`src/rtl/step_pulse_gen.sv`:
```
// -----------------------------------------------------------------------------
// step_pulse_gen
//
// Turns the one-cycle step-rate tick from the prescaled timer into STEP/DIR
// signals for a stepper motor driver. A move command (direction plus step
// count) is taken over a valid/ready handshake. Each accepted tick produces one
// STEP pulse that is PULSE_W cycles wide. When the direction changes, DIR is
// held stable for DIR_SETUP cycles before the first STEP can rise. The block
// tracks a signed absolute position and pulses done for one cycle when a move
// finishes or is aborted.
//
// Ports
//   clk        in   system clock, rising edge
//   rst_n      in   asynchronous active-low reset
//   tick       in   step-rate strobe, one cycle wide
//   cmd_valid  in   move command valid
//   cmd_ready  out  command can be accepted (idle)
//   cmd_dir    in   0 = forward (+1), 1 = reverse (-1)
//   cmd_steps  in   number of steps to emit (unsigned)
//   abort      in   stop the move at the next safe point
//   step       out  STEP to motor driver, registered
//   dir        out  DIR to motor driver, registered
//   busy       out  move in progress
//   done       out  one-cycle pulse when a move completes or is aborted
//   position   out  signed step position, wraps modulo 2^POS_W
// -----------------------------------------------------------------------------
module step_pulse_gen #(
    parameter int CNT_W     = 16,
    parameter int POS_W     = 32,
    parameter int PULSE_W   = 4,
    parameter int DIR_SETUP = 2
) (
    input  logic                    clk,
    input  logic                    rst_n,
    input  logic                    tick,
    input  logic                    cmd_valid,
    output logic                    cmd_ready,
    input  logic                    cmd_dir,
    input  logic [CNT_W-1:0]        cmd_steps,
    input  logic                    abort,
    output logic                    step,
    output logic                    dir,
    output logic                    busy,
    output logic                    done,
    output logic signed [POS_W-1:0] position
);

    // One shared down-counter times both the DIR setup wait and the STEP
    // high time, so it is sized for the longer of the two.
    localparam int TMAX  = (PULSE_W > DIR_SETUP) ? PULSE_W : DIR_SETUP;
    localparam int TMR_W = $clog2(TMAX + 1);

    localparam logic [TMR_W-1:0] PULSE_LOAD = TMR_W'(PULSE_W - 1);
    localparam logic [TMR_W-1:0] SETUP_LOAD = TMR_W'(DIR_SETUP - 1);

    typedef enum logic [1:0] {
        IDLE,
        SETUP,
        WAIT_TICK,
        PULSE
    } state_t;

    state_t             state;
    logic [CNT_W-1:0]   remaining;
    logic [TMR_W-1:0]   timer;
    logic               abort_pend;

    assign cmd_ready = (state == IDLE);
    assign busy      = (state != IDLE);

    always_ff @(posedge clk or negedge rst_n) begin
        if (!rst_n) begin
            state      <= IDLE;
            remaining  <= '0;
            timer      <= '0;
            abort_pend <= 1'b0;
            step       <= 1'b0;
            dir        <= 1'b0;
            done       <= 1'b0;
            position   <= '0;
        end else begin
            done <= 1'b0;
            case (state)
                IDLE: begin
                    // abort is ignored here: there is nothing to stop.
                    if (cmd_valid) begin
                        if (cmd_steps == '0) begin
                            done <= 1'b1;
                        end else begin
                            remaining  <= cmd_steps;
                            abort_pend <= 1'b0;
                            if (cmd_dir != dir) begin
                                dir   <= cmd_dir;
                                timer <= SETUP_LOAD;
                                state <= SETUP;
                            end else begin
                                state <= WAIT_TICK;
                            end
                        end
                    end
                end

                SETUP: begin
                    // Ticks arriving while DIR settles are dropped.
                    if (abort) begin
                        state <= IDLE;
                        done  <= 1'b1;
                    end else if (timer == '0) begin
                        state <= WAIT_TICK;
                    end else begin
                        timer <= timer - TMR_W'(1);
                    end
                end

                WAIT_TICK: begin
                    // abort has priority over a coincident tick.
                    if (abort) begin
                        state <= IDLE;
                        done  <= 1'b1;
                    end else if (tick) begin
                        step      <= 1'b1;
                        remaining <= remaining - CNT_W'(1);
                        position  <= dir ? position - POS_W'(1)
                                         : position + POS_W'(1);
                        timer     <= PULSE_LOAD;
                        state     <= PULSE;
                    end
                end

                PULSE: begin
                    // The pulse always runs its full width; an abort seen
                    // during it is remembered and honoured at the end.
                    if (timer == '0) begin
                        step <= 1'b0;
                        if (remaining == '0 || abort || abort_pend) begin
                            state <= IDLE;
                            done  <= 1'b1;
                        end else begin
                            state <= WAIT_TICK;
                        end
                    end else begin
                        timer <= timer - TMR_W'(1);
                        if (abort) begin
                            abort_pend <= 1'b1;
                        end
                    end
                end

                default: state <= IDLE;
            endcase
        end
    end

endmodule

```
`config.mk`:
```
export PLATFORM = sky130hd
export DESIGN_NAME = step_pulse_gen
export DESIGN_NICKNAME = d
export VERILOG_FILES = /design/src/rtl/step_pulse_gen.sv
export SDC_FILE = /design/constraint.sdc
export NUM_CORES = 1
export LEC_CHECK = 0
export ABC_AREA = 1
export CORE_MARGIN = 2
export CORE_UTILIZATION = 45
export DETAILED_ROUTE_END_ITERATION = 10
export PLACE_DENSITY = 0.66
export SETUP_SLACK_MARGIN = 0.1
export SKIP_LAST_GASP = 1
export SLEW_MARGIN = 25
export SYNTH_ARGS = -nofsm -noshare
export SYNTH_HDL_FRONTEND = slang
export SYNTH_SLANG_ARGS = --single-unit
```
`constraint.sdc`:
```
create_clock -name clk -period 3.65 [get_ports clk]
set_clock_uncertainty 0.05 [all_clocks]
set_input_delay 0.5475 -clock clk [delete_from_list [all_inputs] [get_ports clk]]
set_output_delay 0.5475 -clock clk [all_outputs]
set_load 0.01 [all_outputs]
```
# After elaboration in Yosys (flattened, before gate mapping)
# Index checks and enable logic that the tools add are counted.
[word_totals]
rom_bits = 0
out_inout_bits = 37
regBits = 57
n_memories = 0
inputBits = 22
latchBits = 0
mem_bits_rw = 0
word_cells = 86
[op_classes]
n_reduce_logical = 18
n_mux = 39
multipliers = 0
n_eq_ne = 15
bitwise = 2
shifts = 0
n_addsub = 4
div = 0
n_lt_le_gt_ge = 0
[op_table]
columns = ["cell", "count"]
rows = [
  ["2-to-1 mux 16 bit", 4],
  ["adder 32 x 2 -> 32 bit (second input constant)", 1],
  ["logical NOT 16 bit", 2],
  ["2-to-1 mux 32 bit", 1],
  ["case mux 16 bit (2 select lines)", 1],
  ["subtractor 32 x 2 -> 32 bit (second input constant)", 1],
  ["2-to-1 mux 3 bit", 7],
  ["2-to-1 mux 2 bit", 9],
  ["!= test 2 bit (second input constant)", 8],
  ["subtractor 16 x 1 -> 16 bit (second input constant)", 1],
  ["AND reduction 5 bit", 3],
  ["2-to-1 mux 1 bit", 12],
  ["case mux 3 bit (4 select lines)", 1],
  ["case mux 2 bit (4 select lines)", 1],
  ["AND reduction 4 bit", 2],
  ["nonzero test 2 bit", 4],
  ["!= test 3 bit (second input constant)", 2],
  ["AND reduction 6 bit", 1],
  ["== test 2 bit (second input constant)", 2],
  ["case mux 1 bit (2 select lines)", 2],
  ["logical NOT 3 bit", 1],
  ["case mux 1 bit (3 select lines)", 1],
  ["AND reduction 3 bit", 1],
  ["subtractor 3 x 1 -> 3 bit (second input constant)", 1],
  ["other kinds (7)", 9],
]

# Logic depth before layout (Yosys ltp)
[depth]
ltp_word = 6
ltp_mapped = 14
depth_no_buf = 14

# Worst setup path before layout
# Ideal clock, no wire load.
[synth_timing]
kind = "reg2reg"
from = "reg dir"
to = "reg position[29]"
setup_time_ns = 0.117
required_time_ns = 3.483
path_stages_with_launch = 12
arrival_time_ns = 2.285
setup_slack_ns = 1.197
cell_sequence = "dfrtp_1 ha_1 clkbuf_2 or2_1 nand3_1 nand2_2 nand2_1 nand2_2 nand2_1 nand3_1 nand3_1 nand2_1"
[synth_between]
elab_chain_cells = 1
[synth_rtl]
columns = ["element", "line_no", "rtl"]
rows = [
  ["start: declaration", "42", "output logic dir,"],
  ["start signal: assignment", "93", "dir <= cmd_dir;"],
  ["2-to-1 mux 32 bit", "123", "position <= dir ? position - POS_W'(1)"],
  ["end signal: assignment", "123", ""],
  ["end: declaration", "45", "output logic signed [POS_W-1:0] position"],
]
# No other way between the ends.
# A chain may end at the register's enable or synchronous reset.

# Worst setup path after layout
[layout_timing]
from = "reg state[0]"
to = "reg remaining[9]"
[layout_between]
elab_chain_cells = 3
elab_cells_between_ends = 9
[layout_rtl]
columns = ["element", "line_no", "rtl"]
rows = [
  ["start: declaration", "63", "state_t state;"],
  ["start signal: assignment", "73", "state <= IDLE;"],
  ["start signal: assignment", "95", "state <= SETUP;"],
  ["start signal: assignment", "97", "state <= WAIT_TICK;"],
  ["== test 2 bit or logical NOT 2 bit (tied branches)", "83", "case (state)"],
  ["!= test 2 bit (no line) or nonzero test 2 bit (tied branches)", "--", ""],
  ["AND reduction 5 bit (no line)", "--", ""],
  ["end signal: assignment", "90", "remaining <= cmd_steps;"],
  ["end signal: assignment", "122", "remaining <= remaining - CNT_W'(1);"],
  ["end: declaration", "64", "logic [CNT_W-1:0] remaining;"],
]
# Parallel ways exist; a longest one is shown, timed or not.

==> results.py <==
metrics = {
    "status": {
        "status": "complete, but fails checks",
        "violations": "design-rule violations",
    },
    "pwr": {
        "leakage_nw": 3.52,
        "powerDensity_nw_per_um2": 1070,
        "ir_drop_uv": 394,
    },
    "sta": {
        "period_minus_slack_ns": 2.70,
        "period_share": 0.740,
        "drv_slew": 0,
        "whs_ns": 0.119,
        "tightest_slew_ns": 0.848,
        "layout_setup_ws_ns": 0.950,
        "final-hold-violation-count": 0,
        "fmax_mhz": 370,
        "setup_viol": 0,
        "setup_tns_ns": 0,
        "rsz0062_at_grt": "false",
        "slew_headroom": 0.435,
    },
    "route": {
        "wl_per_cell_um": 12.1,
        "drt_pass1_iterations": 8,
        "drc": 5,
        "drt_iter0_markers": 236,
        "via_per_inst": 4.78,
        "ant_nets": 0,
        "wirelength_um": 13200,
        "vias": 5188,
    },
    "critical_path": {
        "reg2reg_slack_ns": 0.95,
        "r2r-start": "state[0]$_DFFE_PN0P_",
        "r2r_end": "remaining[9]$_DFFE_PN0P_",
        "critPathCaptureType": "register",
        "reg2reg_depth": 7,
        "start_kind": "register",
        "arrival_ns": 2.92,
        "cp_slowest_cell": "ha_1",
        "path_max_fanout": 22,
        "crit_required_ns": 3.87,
        "path_cells": "inv_1 > ha_1 > inv_2 > a21oi_4 > buf_4 > o21ai_0 > o21ai_2",
        "criticalPathCategory": "register to register",
        "crit_start": "state[0]$_DFFE_PN0P_",
        "cpPeakStageDelay_ns": 0.74,
    },
    "cts": {
        "clk-insertion-delay-late_ns": 0.35,
        "cts_htree_levels": 3,
        "root_buffer": "clkbuf_16",
        "ctsHoldBuffers": 0,
        "clk_path_buf_depth": 2,
        "cts_tree": "done",
        "cts_resized": 0,
        "cts_setup_buffers": 0,
        "cts_buffers": 9,
        "clock-sinks": 57,
        "cts.clk_slew.worst_paths_ns": 0.06,
    },
    "logic_synthesis": {
        "synth_top_flop_cell": "dfrtp_1",
        "yosysTopAreaCellShare": 0.266,
        "ys_types": 40,
        "syn-instance-count": 874,
        "syn_avg_cell_area_sq_um": 6.13,
        "yosysMostFrequentCell": "nand2_1",
        "async_flop_share": 1.00,
        "yosysTopAreaCell": "dfrtp_1",
        "synth_top_cells_by_count": "nand2_1, inv_1, nor2_1",
        "syn_area_sq_um": 5360,
        "synth_seq_area_share": 0.266,
        "synth_edf_count": 0,
        "synthesis.nets": 936,
        "synth_warnings": 0,
        "synth_area_leaders": "dfrtp_1, nand2_1, inv_1, ha_1, nand3_1",
        "synth_seq_cells": 57,
    },
    "floorplanning": {
        "io_pins": 59,
        "die_w_um": 113,
        "die_y_um": 113,
        "start_util": 0.465,
        "core-area_sq_um": 11500,
        "die-area_sq_um": 12800,
        "num_rows": 39,
    },
    "placed_design": {
        "hpwl_um": 10300,
        "port_buffers": 58,
        "pre_cts_slack_ns": 0.968,
        "place_congestion": 0.958,
    },
    "finish": {
        "drive_gt1_frac": 0.0573,
        "antenna_cells": 0,
        "post-route-util": 0.558,
        "layout-area-overhead-vs-synth_pct": 19.8,
        "nets": 999,
    },
    "job": {
        "cap_violations": 0,
    },
    "grt": {
        "grt_pass1_wl_um": 22800,
        "top_usage_layer": "met2",
        "grt_overflow": 0,
        "antenna_found_initial": 0,
        "grt_max_degree": 47,
        "use_met3": 0.0445,
        "use_met2": 0.356,
        "grtUsageMet1": 0.297,
        "grtUsageTotal": 0.222,
        "grt_pass1_vias": 4852,
    },
    "worst_hold_path": {
        "hp-class": "primary input to asynchronous set/reset pin",
    },
}
-- area by class of cell --
class	instances	area, sq um
repair buffers	63	616
well taps	143	179
inverters	150	566
flip-flops and latches	57	1430
clock buffers	12	267
clock inverters	4	73.8
multi-input cells	656	3300
fillers	1172	5090
-- cell families (layout without fill, tap and decap cells) --
logic type	after synthesis	in the layout	synth area share
adder cells (fa/ha/maj)	40	40	0.0948
AND/OR/NAND/NOR	505	505	0.386
buffers and inverters	161	229	0.119
flip-flops	57	57	0.266
multiplexers	1	1	0.00210
XOR/XNOR	20	20	0.0327
AO/OA/AOI/OAI	90	90	0.0994
-- cell usage in the layout, fill, tap and decap left out, types with 4 or more instances in the layout --
master,instances
nand2_1,335
inv_1,145
nor2_1,71
nand3_1,68
dfrtp_1,57
clkdlybuf4s50_1,57
ha_1,39
a21oi_1,27
o21ai_0,27
xnor2_1,16
o21ai_1,15
clkbuf_16,9
nand2_2,7
o21ai_2,6
buf_4,6
nand4_1,5
nor3_1,5
inv_2,4
xor2_1,4
nand3b_1,4
-- stage by stage --
step,std cells,power (mW),cell area [sq um]
5_1_grt,1085,7.63,6420
3_3_place_gp,1069,5.85,6080
3_5_place_dp,1069,5.88,6080
2_1_floorplan,874,4.64,5360
6_report,1085,6.85,6420
4_1_cts,1085,6.88,6420
-- worst max path at each step --
stage,end,slack (ns),cells after the start
final,remaining[9]$_DFFE_PN0P_,0.95,7
after detailed placement,remaining[9]$_DFFE_PN0P_,0.97,7
after floorplan,position[29]$_DFFE_PN0P_,1.20,11
after global placement,remaining[9]$_DFFE_PN0P_,1.05,7
after CTS,remaining[9]$_DFFE_PN0P_,0.96,7
after global routing,remaining[9]$_DFFE_PN0P_,0.73,7
-- power breakdown --
group / switching (mW) / internal, mW
clock network: 0.312 / 0.653
logic: 2.84 / 1.82
registers: 0.288 / 0.932
total: 3.44 / 3.41
-- metal layers --
layer	routed length, um	part of all wire
met3	377	0.029
met5	0	0
met4	306	0.023
met1	6460	0.49
met2	6010	0.46
-- state kept, by name, summed over array words and instances, names as in the netlist --
signal      flops
timer           3
position       32
abort_pend      1
step            1
remaining      16
state           2
done            1
dir             1
-- critical path, delay by kind of cell, from the launching register on --
family,cells,cell delay [ns]
flops,1,0.40
buf+inv,3,0.80
fa+ha+maj,1,0.74
compound gates,3,0.63
(Power assumes the default switching activity.)
